[src/rtl/pulse_seq_ctrl_if.sv]
// pulse_seq_ctrl_if: control, configuration and status bundle for the pulse sequencer
interface pulse_seq_ctrl_if #(
  parameter int COUNT_BITS = 32,
  parameter int SHOT_BITS  = 16
);
  logic                  arm;
  logic                  abort;
  logic                  trig_in;
  logic [COUNT_BITS-1:0] cfg_period;
  logic [SHOT_BITS-1:0]  cfg_shots;
  logic                  cfg_retrig;
  logic                  logic_reset;
  logic                  out_en;
  logic                  armed;
  logic                  busy;
  logic                  done;
  logic                  cfg_err;
  logic                  trig_miss;
  logic [SHOT_BITS-1:0]  shot_cnt;

  modport master (
    output arm, abort, trig_in, cfg_period, cfg_shots, cfg_retrig,
    input  logic_reset, out_en, armed, busy, done, cfg_err, trig_miss, shot_cnt
  );

  modport slave (
    input  arm, abort, trig_in, cfg_period, cfg_shots, cfg_retrig,
    output logic_reset, out_en, armed, busy, done, cfg_err, trig_miss, shot_cnt
  );
endinterface

[src/rtl/pulse_seq_ctrl.sv]
// pulse_seq_ctrl: arms on a strobe, waits for a synchronized trigger, then runs N fixed-length shots
module pulse_seq_ctrl #(
  parameter int COUNT_BITS  = 32,
  parameter int SHOT_BITS   = 16,
  parameter int SYNC_STAGES = 2
) (
  input  logic              pulse_clk,
  input  logic              rst_n,
  pulse_seq_ctrl_if.slave   io
);
  localparam logic [1:0] S_IDLE  = 2'd0;
  localparam logic [1:0] S_ARMED = 2'd1;
  localparam logic [1:0] S_RUN   = 2'd2;
  localparam logic [1:0] S_DONE  = 2'd3;

  logic [SYNC_STAGES-1:0] r_sync;
  logic [SYNC_STAGES:0]   r_warm;
  logic                   r_trig_q;
  logic                   w_trig_pulse;

  logic [1:0]            r_state, w_state;
  logic [COUNT_BITS-1:0] r_cnt, w_cnt;
  logic [COUNT_BITS-1:0] r_period, w_period;
  logic [SHOT_BITS-1:0]  r_shots, w_shots;
  logic                  r_retrig, w_retrig;
  logic [SHOT_BITS-1:0]  r_shot_cnt, w_shot_cnt, w_shot_inc;
  logic                  r_trig_miss, w_trig_miss;
  logic                  r_logic_reset, w_logic_reset;
  logic                  r_cfg_err, w_cfg_err;
  logic                  r_out_en, r_armed, r_busy, r_done;
  logic                  w_last, w_reject;

  // r_warm masks edges until the synchronizer and edge flop hold real samples, so a trigger held through reset is not seen as a rising edge
  assign w_trig_pulse = r_sync[SYNC_STAGES-1] & ~r_trig_q & r_warm[SYNC_STAGES];
  assign w_shot_inc   = &r_shot_cnt ? r_shot_cnt : r_shot_cnt + SHOT_BITS'(1);
  assign w_last       = (SHOT_BITS+1)'(r_shot_cnt) + (SHOT_BITS+1)'(1) == (SHOT_BITS+1)'(r_shots);
  assign w_reject     = io.cfg_shots == '0 || io.cfg_period < COUNT_BITS'(2);

  // Trigger synchronizer, warm-up mask and previous-sample flop for edge detection
  always_ff @(posedge pulse_clk or negedge rst_n) begin
    if (!rst_n) begin
      r_sync   <= '0;
      r_warm   <= '0;
      r_trig_q <= 1'b0;
    end else begin
      r_sync   <= (r_sync << 1) | SYNC_STAGES'(io.trig_in);
      r_warm   <= {r_warm[SYNC_STAGES-1:0], 1'b1};
      r_trig_q <= r_sync[SYNC_STAGES-1];
    end
  end

  // Next-state and datapath decisions; abort outranks trigger, trigger outranks arm
  always_comb begin
    w_state       = r_state;
    w_cnt         = r_cnt;
    w_period      = r_period;
    w_shots       = r_shots;
    w_retrig      = r_retrig;
    w_shot_cnt    = r_shot_cnt;
    w_trig_miss   = r_trig_miss;
    w_logic_reset = 1'b0;
    w_cfg_err     = 1'b0;
    if (io.abort) begin
      w_state = S_IDLE;
    end else begin
      case (r_state)
        S_ARMED: begin
          if (w_trig_pulse) begin
            w_state       = S_RUN;
            w_cnt         = r_period - COUNT_BITS'(1);
            w_logic_reset = 1'b1;
          end
        end
        S_RUN: begin
          if (w_trig_pulse) w_trig_miss = 1'b1;
          if (r_cnt == '0) begin
            w_shot_cnt = w_shot_inc;
            if (w_last) begin
              w_state = S_DONE;
            end else if (r_retrig) begin
              w_state = S_ARMED;
            end else begin
              w_cnt         = r_period - COUNT_BITS'(1);
              w_logic_reset = 1'b1;
            end
          end else begin
            w_cnt = r_cnt - COUNT_BITS'(1);
          end
        end
        default: begin
          if (io.arm) begin
            if (w_reject) begin
              w_state   = S_IDLE;
              w_cfg_err = 1'b1;
            end else begin
              w_state     = S_ARMED;
              w_period    = io.cfg_period;
              w_shots     = io.cfg_shots;
              w_retrig    = io.cfg_retrig;
              w_shot_cnt  = '0;
              w_trig_miss = 1'b0;
            end
          end
        end
      endcase
    end
  end

  // State, shadow configuration and registered status outputs
  always_ff @(posedge pulse_clk or negedge rst_n) begin
    if (!rst_n) begin
      r_state       <= S_IDLE;
      r_cnt         <= '0;
      r_period      <= '0;
      r_shots       <= '0;
      r_retrig      <= 1'b0;
      r_shot_cnt    <= '0;
      r_trig_miss   <= 1'b0;
      r_logic_reset <= 1'b0;
      r_cfg_err     <= 1'b0;
      r_out_en      <= 1'b0;
      r_armed       <= 1'b0;
      r_busy        <= 1'b0;
      r_done        <= 1'b0;
    end else begin
      r_state       <= w_state;
      r_cnt         <= w_cnt;
      r_period      <= w_period;
      r_shots       <= w_shots;
      r_retrig      <= w_retrig;
      r_shot_cnt    <= w_shot_cnt;
      r_trig_miss   <= w_trig_miss;
      r_logic_reset <= w_logic_reset;
      r_cfg_err     <= w_cfg_err;
      r_out_en      <= w_state == S_RUN;
      r_armed       <= w_state == S_ARMED;
      r_busy        <= w_state == S_ARMED || w_state == S_RUN;
      r_done        <= w_state == S_DONE;
    end
  end

  assign io.logic_reset = r_logic_reset;
  assign io.out_en      = r_out_en;
  assign io.armed       = r_armed;
  assign io.busy        = r_busy;
  assign io.done        = r_done;
  assign io.cfg_err     = r_cfg_err;
  assign io.trig_miss   = r_trig_miss;
  assign io.shot_cnt    = r_shot_cnt;
endmodule
[src/flat_wrapper.sv]
// flat-port wrapper written by rule: the top's interface ports become plain ports
module pulse_seq_ctrl_flat 
#(
  parameter int COUNT_BITS  = 32,
  parameter int SHOT_BITS   = 16,
  parameter int SYNC_STAGES = 2
)
  (pulse_clk, rst_n, io_arm, io_abort, io_trig_in, io_cfg_period, io_cfg_shots, io_cfg_retrig, io_logic_reset, io_out_en, io_armed, io_busy, io_done, io_cfg_err, io_trig_miss, io_shot_cnt);
  pulse_seq_ctrl_if #(.COUNT_BITS(COUNT_BITS), .SHOT_BITS(SHOT_BITS)) io_i ();
  input  logic pulse_clk;
  input  logic rst_n;
  input wire logic [$bits(io_i.arm)-1:0] io_arm;
  input wire logic [$bits(io_i.abort)-1:0] io_abort;
  input wire logic [$bits(io_i.trig_in)-1:0] io_trig_in;
  input wire logic [$bits(io_i.cfg_period)-1:0] io_cfg_period;
  input wire logic [$bits(io_i.cfg_shots)-1:0] io_cfg_shots;
  input wire logic [$bits(io_i.cfg_retrig)-1:0] io_cfg_retrig;
  output wire logic [$bits(io_i.logic_reset)-1:0] io_logic_reset;
  output wire logic [$bits(io_i.out_en)-1:0] io_out_en;
  output wire logic [$bits(io_i.armed)-1:0] io_armed;
  output wire logic [$bits(io_i.busy)-1:0] io_busy;
  output wire logic [$bits(io_i.done)-1:0] io_done;
  output wire logic [$bits(io_i.cfg_err)-1:0] io_cfg_err;
  output wire logic [$bits(io_i.trig_miss)-1:0] io_trig_miss;
  output wire logic [$bits(io_i.shot_cnt)-1:0] io_shot_cnt;
  assign io_i.arm = io_arm;
  assign io_i.abort = io_abort;
  assign io_i.trig_in = io_trig_in;
  assign io_i.cfg_period = io_cfg_period;
  assign io_i.cfg_shots = io_cfg_shots;
  assign io_i.cfg_retrig = io_cfg_retrig;
  assign io_logic_reset = io_i.logic_reset;
  assign io_out_en = io_i.out_en;
  assign io_armed = io_i.armed;
  assign io_busy = io_i.busy;
  assign io_done = io_i.done;
  assign io_cfg_err = io_i.cfg_err;
  assign io_trig_miss = io_i.trig_miss;
  assign io_shot_cnt = io_i.shot_cnt;
  pulse_seq_ctrl #(.COUNT_BITS(COUNT_BITS), .SHOT_BITS(SHOT_BITS), .SYNC_STAGES(SYNC_STAGES)) u_core (.pulse_clk(pulse_clk), .rst_n(rst_n), .io(io_i));
endmodule
[config.mk]
export PLATFORM = sky130hd
export DESIGN_NAME = pulse_seq_ctrl_flat
export DESIGN_NICKNAME = d
export VERILOG_FILES = /design/src/rtl/pulse_seq_ctrl_if.sv /design/src/rtl/pulse_seq_ctrl.sv /design/src/flat_wrapper.sv
export SDC_FILE = /design/constraint.sdc
export NUM_CORES = 1
export LEC_CHECK = 0
export ABC_AREA = 1
export BUFFER_PORTS_ARGS = -buffer_cell sky130_fd_sc_hd__buf_4
export CAP_MARGIN = 25
export CORE_ASPECT_RATIO = 0.8
export CORE_MARGIN = 2
export CORE_UTILIZATION = 35
export CTS_CLUSTER_DIAMETER = 60
export DETAILED_ROUTE_END_ITERATION = 8
export GPL_TIMING_DRIVEN = 0
export HOLD_SLACK_MARGIN = 0.05
export SLEW_MARGIN = 20
export SYNTH_ARGS = -nofsm -noshare
export SYNTH_HDL_FRONTEND = slang
export SYNTH_SLANG_ARGS = --single-unit
[constraint.sdc]
create_clock -name pulse_clk -period 2.5 [get_ports pulse_clk]
set_input_delay 0.25 -clock pulse_clk [delete_from_list [all_inputs] [get_ports pulse_clk]]
set_output_delay 0.25 -clock pulse_clk [all_outputs]
set_load 0.03 [all_outputs]
## Word-level counts from Yosys, hierarchy flattened

Cells that the tools add are included.

| word-level totals | value |
|---|---|
| word-level logic and storage cells | 86 |
| output and inout port bits | 23 |
| bits in registers | 112 |
| bits of input ports | 54 |

| operators by class | value |
|---|---|
| bitwise gates (word level) | 8 |
| multiplexer cells | 32 |
| add/sub/neg operators | 4 |
| reductions and logical operators | 12 |
| magnitude comparators | 1 |
| equality and inequality tests | 13 |

Operator list:

| cell | count |
|---|---|
| two-way mux 32 bit | 4 |
| two-way mux 16 bit | 4 |
| one-hot mux 32 bit (2 select lines) | 1 |
| subtractor 32 x 1 -> 32 bit, second input constant | 2 |
| logical NOT 32 bit | 1 |
| less-than comparator 32 x 2 -> 1 bit, second input constant | 1 |
| one-hot mux 16 bit (2 select lines) | 1 |
| adder 16 x 1 -> 17 bit, second input constant | 1 |
| == test 17 x 16 -> 1 bit | 1 |
| adder 16 x 1 -> 16 bit, second input constant | 1 |
| logical NOT 16 bit | 1 |
| AND reduction 16 bit | 1 |
| two-way mux 1 bit | 13 |
| two-way mux 2 bit | 6 |
| AND reduction 5 bit | 2 |
| == test 2 bit, second input constant | 3 |
| inequality test 2 x 1 -> 1 bit, second input constant | 3 |
| inequality test 3 bit, second input constant | 2 |
| AND reduction 6 bit | 1 |
| inverter 1 bit | 5 |
| == test 2 x 1 -> 1 bit, second input constant | 2 |
| inequality test 2 bit, second input constant | 2 |
| one-hot mux 1 bit (2 select lines) | 2 |
| one-hot mux 2 bit (2 select lines) | 1 |
| 6 further kinds | 9 |

## Depth between registers and ports, before layout

Gate-level depths: netlist (run 1).

| depth | value |
|---|---|
| depth in word-level cells | 8 |
| mapped depth | 18 |

## Least setup slack after synthesis (run 1)

No wires, ideal clock.

| timing path | value |
|---|---|
| path kind | reg-to-reg |
| from | reg u_core.r_shot_cnt[0] (netlist: u_core.io.shot_cnt[0]) |
| to | reg u_core.r_busy (netlist: u_core.io.busy) |
| arrival | 2.217 ns |
| required time | 2.387 ns |
| stages on the path, launching flop included | 17 |
| slack | 0.170 ns |
| setup time | 0.113 ns |
| cell sequence | dfrtp_1 > ha_1 > nand2_1 > nor2_4 > nand3_1 > nand2_1 > nand2_1 > nand2_1 > nand2_1 > nor2_1 > nand3_2 > o21bai_2 > nand2_2 > nand2_1 > nand2_1 > ha_1 > inv_1 |

| between the ends | value |
|---|---|
| cells in the longest elaborated chain, start to end | 8 |

RTL lines:

| element | RTL line | RTL |
|---|---|---|
| from (decl) | pulse_seq_ctrl.sv:26 | `logic [SHOT_BITS-1:0] r_shot_cnt, w_shot_cnt, w_shot_inc;` |
| from (signal assigned) | pulse_seq_ctrl.sv:131 | `r_shot_cnt <= w_shot_cnt;` |
| adder 16 x 1 -> 17 bit (*) | pulse_seq_ctrl.sv:36 | `assign w_last = (SHOT_BITS+1)'(r_shot_cnt) + (SHOT_BITS+1)'(1) == (SHOT_BITS+1)'(r_shots);` |
| == test 17 x 16 -> 1 bit (*) | pulse_seq_ctrl.sv:36 |  |
| two-way mux 2 bit (*) | pulse_seq_ctrl.sv:78 | `if (w_last) begin` |
| two-way mux 2 bit (*) | pulse_seq_ctrl.sv:76 | `if (r_cnt == '0) begin` |
| one-hot mux 2 bit (2 select lines) (*) | pulse_seq_ctrl.sv:66 | `case (r_state)` |
| two-way mux 2 bit (*) | pulse_seq_ctrl.sv:63 | `if (io.abort) begin` |
| == test 2 x 1 -> 1 bit or == test 2 bit (tied branches) | pulse_seq_ctrl.sv:137 | `r_busy <= w_state == S_ARMED \|\| w_state == S_RUN;` |
| logical OR 1 bit (*) | pulse_seq_ctrl.sv:137 |  |
| to (signal assigned) | pulse_seq_ctrl.sv:123 | `r_busy <= 1'b0;` |
| to (signal assigned) | pulse_seq_ctrl.sv:137 |  |
| to (decl) | pulse_seq_ctrl.sv:30 | `logic r_out_en, r_armed, r_busy, r_done;` |

Mark *: on every way between the ends. The rest lies on a longest branch, timed or not.
A chain may end at the register's enable or synchronous reset.

## Worst setup path after layout (run 1)

| timing path | value |
|---|---|
| from | reg u_core.r_shot_cnt[1] (netlist: u_core.io.shot_cnt[1]) |
| to | reg u_core.r_busy (netlist: u_core.io.busy) |

The elaborated chain is that of the path after synthesis.

==> impl_metrics.yaml, run 1 <==
synth:
  ys_types: 36
  syn_nets: 1087
  postSynthCellCount: 1025
  avgSynthCellArea_um2: 6.91
  ys_ff_latch: 112
  synth-edff-count: 0
  yosysSeqAreaShare_pct: 39.6
  async_flop_share_pct: 100
  synth_flop_cell: "dfrtp_1"
  synth_area_um2: 7080
  ys.warnings.count: 0
power:
  combPwrFrac_pct: 46.1
  vdd_ir_drop_max_v: 0.000409
  p_clk_share_pct: 18.8
  p_total_uw: 8950
  p_int_uw: 4950
  p_sw_share_pct: 44.7
  p_seq_share_pct: 35.1
  leakage_uw: 0.00423
  switching_power_uw: 4000
  power.density_nw_per_um2: 1030
drt:
  drtIter0Drc: 498
  wire_per_inst_um: 16.1
  vias_per_cell: 5.04
  wirelength_mm: 22.5
  drt-pass1-iter-count: 5
  ant_nets: 0
  drc: 0
  vias: 7042
worst_setup_path:
  crit_top_cell: "nand2_2"
  cp-start-kind: "register"
  worstSetupEndpointType: "register"
  slowest_delay_ns: 0.38
  cp_max_fo: 7
  path_cells: "ha_2 > nand2_2 > nor2_4 > nand4_1 > nand3b_1 > nand2_2 > nor2_2 > nand3_2 > o21bai_4 > nand2_4 > nand2_2 > nand2_2 > ha_1 > inv_1"
  crit_type: "reg -> reg"
  cp.required_ns: 2.77
  critPathSlowestCell: "dfrtp_1"
  cp.arrival_ns: 2.68
sta:
  setup_ws_ns: 0.0921
  tightest_slew_ns: 0.810
  setup_viol: 0
  slew_viol_final: 0
  finalHoldViolCount: 0
  rsz0062_at_grt: "true"
  period_share_pct: 96.3
  clock.fmax_mhz: 415
  final.setup.tns_ns: 0
  skew_ns: 0.00908
  max_slew_margin_pct: 45.5
  layout_min_cycle_time_ns: 2.41
die:
  die_width_um: 163
  core-area_um2: 19800
  io_pins: 77
  start_util_pct: 35.7
  dieArea_um2: 21400
  die_y_um: 131
  row_count: 46
grt:
  antenna_found_initial: 0
  grt_pass1_wl_mm: 35.8
  grt_max_degree: 64
  grt.overflow.total: 0
  grt_pass1_vias: 6632
  grt_usage_pct: 21.4
final_layout:
  final_layout_size_suffix_gt1_share_pct: 17.1
  antenna-diode-count: 0
  multi_input_area_um2: 3850
  area_growth_pct: 23.0
  layout_common_cells: "nand2_1 (266), nor2_1 (123), inv_1 (118)"
  fin_nets: 1191
  fin_area_um2: 8710
  finalCoreUtilization_pct: 44.0
  ff_latch_area_um2: 2810
  layout_commonest_cell: "nand2_1"
  fill_cells: 2061
placed_design:
  dpl-instance-area_um2: 8010
  io_buffers: 76
  post-dp-hpwl_mm: 16.9
  routabilityCongestion: 0.930
  pre_cts_slack_ns: -0.712
clocking:
  htreeDepth: 3
  cts.sinks: 112
  cts_tree: "done"
  cts_buffer_depth: 2
  cts-root-buf: "clkbuf_16"
  clock_latency_ns: 0.37
  cts_made_buffers: 9
  clkTransAtPathRegs_ns: 0.08
hold_path:
  hp-class: "in -> reg"
outcome:
  status: "finished clean"
flow_run:
  maxCapViolCount: 0
per-stage QoR:
stage | hold WS [ns] | cells
final | 0.0934 | 1398
after global routing | 0.0994 | 1398
after CTS | 0.0786 | 1391
after detailed placement | 0.304 | 1366
after global placement | 0.332 | 1365
after floorplan | -0.0456 | 1025
metal layers:
layer / vias to the layer above / track usage, % / routed length (um)
met5: - / 0 / 0
met4: 0 / 4.18 / 170
met3: 11 / 3.85 / 1650
met2: 231 / 30.3 / 9240
met1: 3300 / 33.7 / 11400
li1: 3500 / - / -
registers in the layout, indices dropped and copies added (netlist names):
signal,cells
u_core.r_cnt,32
u_core.r_period,32
u_core.io.shot_cnt,16
u_core.r_shots,16
u_core.r_warm,3
u_core.r_state,2
u_core.r_sync,2
u_core.io.armed,1
u_core.io.busy,1
u_core.io.cfg_err,1
u_core.io.done,1
u_core.io.logic_reset,1
u_core.io.out_en,1
u_core.io.trig_miss,1
u_core.r_retrig,1
u_core.r_trig_q,1
cells by family (layout without fill, tap and decap cells):
group / Yosys count / in the layout / share of synthesized area, %
DFF: 112 / 112 / 39.6
AOI/OAI and AO/OA: 121 / 121 / 8.84
adders and majority gates: 8 / 8 / 1.41
and+or+nand+nor: 583 / 583 / 35.5
other: 1 / 1 / 0.0530
xor gates and xnor gates: 46 / 46 / 5.69
buffers and inverters: 154 / 263 / 8.86
final cells by class:
type / instances / share of cell area, %
inverters: 123 / 5.30
clock buffers: 11 / 2.67
well taps: 264 / 3.79
clock inverters: 5 / 1.21
multi-input cells: 759 / 44.2
flip-flops and latches: 112 / 32.3
plain buffers: 31 / 2.20
repair buffers: 93 / 8.35
path summary, 6_finish.rpt:
| path | from | endpoint | slack (ns) | cells after the start |
|---|---|---|---|---|
| max | u_core.io.shot_cnt[1] | u_core.io.busy | 0.09 | 14 |
| min | io_abort | u_core.io.cfg_err | 0.09 | 2 |
| max reg2reg | u_core.io.shot_cnt[1] | u_core.io.busy | 0.09 | 14 |
| min reg2reg | u_core.r_warm[1] | u_core.r_warm[2] | 0.35 | 0 |
| max in group asynchronous | rst_n | u_core.io.shot_cnt[11] | 1.35 | 3 |
| min in group asynchronous | rst_n | u_core.r_cnt[2] | 0.46 | 2 |
Yosys cell counts, types with 3 or more instances:
master | number | area, um^2
nand2_1 | 275 | 1030
nor2_1 | 140 | 526
inv_1 | 121 | 454
dfrtp_1 | 112 | 2800
nand3_1 | 91 | 455
o21ai_0 | 70 | 350
a21oi_1 | 36 | 180
xor2_1 | 34 | 298
nand4_1 | 27 | 169
clkbuf_1 | 16 | 60.1
nor4_1 | 15 | 93.8
xnor2_1 | 12 | 105
nor3_1 | 11 | 55.1
buf_2 | 9 | 45.0
ha_1 | 8 | 100
o21ai_1 | 6 | 30.0
a31oi_1 | 5 | 31.3
nand2_2 | 5 | 31.3
nand3b_1 | 4 | 30.0
nor2_4 | 4 | 45.0
buf_6 | 3 | 33.8
nor2_2 | 3 | 18.8
power by group through the flow:
stage	registers (uW)	logic [uW]	clock network [uW]
after global routing	3240	4700	1790
after global placement	3150	3750	0
after floorplan	3060	2710	0
final	3140	4130	1680
after CTS	3120	3930	1720
after detailed placement	3150	3810	0
what timing repair did:
action / in CTS / in global routing
hold endpoints to repair: 63 / 0
pin swaps: 9 / 27
buffers inserted: 7 / 7
endpoints found under the setup margin: 92 / 102
hold buffers: 2 / 0
gates resized for setup: 25 / 56
critical path: cells and delay by family (launching register included):
family	cells	cell delay [ns]
DFF	1	0.38
adders and majority gates	2	0.49
and+or+nand+nor	10	1.22
AOI/OAI and AO/OA	1	0.19
buffers and inverters	1	0.03
(Power assumes the default switching activity.)
==> run 2, diff against run 1 <==
--- a/config.mk
+++ b/config.mk
@@ -15,6 +15,7 @@
 export DETAILED_ROUTE_END_ITERATION = 8
 export GPL_TIMING_DRIVEN = 0
 export HOLD_SLACK_MARGIN = 0.05
+export REMOVE_ABC_BUFFERS = 1
 export SLEW_MARGIN = 20
 export SYNTH_ARGS = -nofsm -noshare
 export SYNTH_HDL_FRONTEND = slang
==> run 2 against run 1 <==
Against the previous run:
- via count shrank 2.9%
- maximum frequency rose by 0.28%
- count of clock-buffer cells in the layout shrank 1
- worst setup slack improved by 0.0067 ns
- final area is 2.1% higher
- sequential power barely moved
- power is 3.3% lower
- sequential share of layout area fell by 0.66 points
- die area unchanged
- hold slack better by 0.023 ns
- clock power shrank 15%
- critical endpoint unchanged
- largest cell class unchanged
- largest power group unchanged
==> impl_metrics.yaml, run 2 (synthesis gave the netlist of run 1 again) <==
die:
  dieArea_um2: 21400
  start_util_pct: 35.7
  die_width_um: 163
  core-area_um2: 19800
  die_y_um: 131
  row_count: 46
  io_pins: 77
clocking:
  cts_made_buffers: 9
  cts_tree: "done"
  htreeDepth: 3
  cts-root-buf: "clkbuf_16"
  clkTransAtPathRegs_ns: 0.08
  cts.sinks: 112
  clock_latency_ns: 0.37
  cts_buffer_depth: 2
drt:
  drtIter0Drc: 499
  vias: 6839
  drt-pass1-iter-count: 5
  wire_per_inst_um: 14.1
  wirelength_mm: 19.7
  vias_per_cell: 4.89
  ant_nets: 0
  drc: 0
placed_design:
  dpl-instance-area_um2: 8000
  pre_cts_slack_ns: -0.882
  routabilityCongestion: 0.857
  io_buffers: 76
  post-dp-hpwl_mm: 13.9
sta:
  clock.fmax_mhz: 416
  slew_viol_final: 0
  period_share_pct: 96.0
  layout_min_cycle_time_ns: 2.40
  final.setup.tns_ns: 0
  holdWs_ns: 0.117
  max_slew_margin_pct: 48.0
  setup_ws_ns: 0.0988
  finalHoldViolCount: 0
  setup_viol: 0
  tightest_slew_ns: 0.772
  skew_ns: 0.0144
outcome:
  status: "finished clean"
worst_setup_path:
  crit_type: "reg -> reg"
  cp.arrival_ns: 2.66
  cp-start-kind: "register"
  worstSetupEndpointType: "register"
  cp.required_ns: 2.76
  cp_max_fo: 4
final_layout:
  final_layout_size_suffix_gt1_share_pct: 18.6
  fin_nets: 1191
  antenna-diode-count: 0
  layout_commonest_cell: "nand2_1"
  area_growth_pct: 25.6
  fin_area_um2: 8890
  top_regs: "u_core.r_cnt (32), u_core.r_period (32)"
  layout_common_cells: "nand2_1 (261), nor2_1 (122), inv_1 (117)"
power:
  combPwrFrac_pct: 47.1
  p_clk_share_pct: 16.4
  p_total_uw: 8660
  power.density_nw_per_um2: 974
  leakage_uw: 0.00431
  p_seq_share_pct: 36.6
  p_int_uw: 4750
  switching_power_uw: 3910
  p_sw_share_pct: 45.2
  vdd_ir_drop_max_v: 0.000451
grt:
  grt_max_degree: 63
  grt.overflow.total: 0
  antenna_found_initial: 0
  grt_usage_pct: 18.9
  grt_pass1_vias: 6301
  grt_pass1_wl_mm: 32.5
hold_path:
  hp-class: "in -> reg"
flow_run:
  maxCapViolCount: 0
run 2: cell count changes in the layout (fill, tap and decap cells not counted), moves of 4 or more:
| cell | previous run | this run |
|---|---|---|
| nand2_1 | 266 | 261 |
| buf_6 | 5 | 12 |
| buf_4 | 92 | 102 |
| nor2_4 | 10 | 14 |
| clkbuf_1 | 11 | 1 |
| buf_2 | 6 | 0 |
| clkbuf_2 | 6 | 0 |
| nand2_2 | 12 | 16 |
run 2: path summary, 6_finish.rpt:
path,endpoint,startpoint,slack [ns],cells past startpoint
hold reg to reg,u_core.r_warm[2],u_core.r_warm[1],0.35,0
min in group asynchronous,u_core.io.shot_cnt[10],rst_n,0.39,2
setup / recovery,u_core.io.busy,u_core.r_cnt[0],0.1,15
max in group asynchronous,u_core.r_cnt[23],rst_n,1.42,3
setup reg to reg,u_core.io.busy,u_core.r_cnt[0],0.1,15
hold / removal,u_core.io.cfg_err,io_abort,0.12,2
run 2: cell type report:
type | count | area (um^2)
clock inverter | 6 | 51.3
clock buffer | 10 | 229
multi-input combinational | 762 | 3960
tap | 264 | 330
inverter | 123 | 465
sequential | 112 | 2810
fill | 2058 | 10900
timing repair buffer | 121 | 1040
run 2: per-stage QoR:
stage / instances / util, %
floorplan: 994 / -
global placement: 1334 / 39.5
detailed placement: 1344 / 40.4
CTS: 1384 / 43.4
global route: 1398 / 44.9
finish: 1398 / 44.9
run 2: power by group through the flow:
stage / clock network, uW / registers, uW / logic [uW]
floorplan: 0 / 3070 / 2600
global placement: 0 / 3180 / 3490
detailed placement: 0 / 3170 / 3670
CTS: 1460 / 3150 / 3890
global route: 1540 / 3270 / 4680
finish: 1420 / 3170 / 4070
run 2: per-layer routing:
layer / up-vias / share of wire [%] / track usage [%]
met5: - / 0 / 0
met2: 178 / 41 / 26.4
li1: 3506 / - / -
met4: 0 / 1.4 / 4.77
met3: 19 / 6.3 / 3.69
met1: 3136 / 51 / 29.6
run 2: critical path, stage by stage (launching register included):
cell and delay (ns):
dfrtp_1 0.40, inv_2 0.11, ha_4 0.16, nand3_2 0.10, nor2_4 0.14, nand4_1 0.22
nor2_2 0.20, inv_2 0.11, o211ai_1 0.19, nand2_1 0.07, nor2_1 0.11, nand2_2 0.06
nand3_2 0.09, inv_2 0.05, ha_1 0.26, inv_1 0.03
run 2: what timing repair did:
action                     in CTS  in global routing
cloned                          2                  1
hold endpoints to repair       51                  0
hold buffers                    2                  0
pin swaps                      14                 31
resized for setup              25                 52
buffers inserted               20                 13
setup endpoints to repair      53                 54
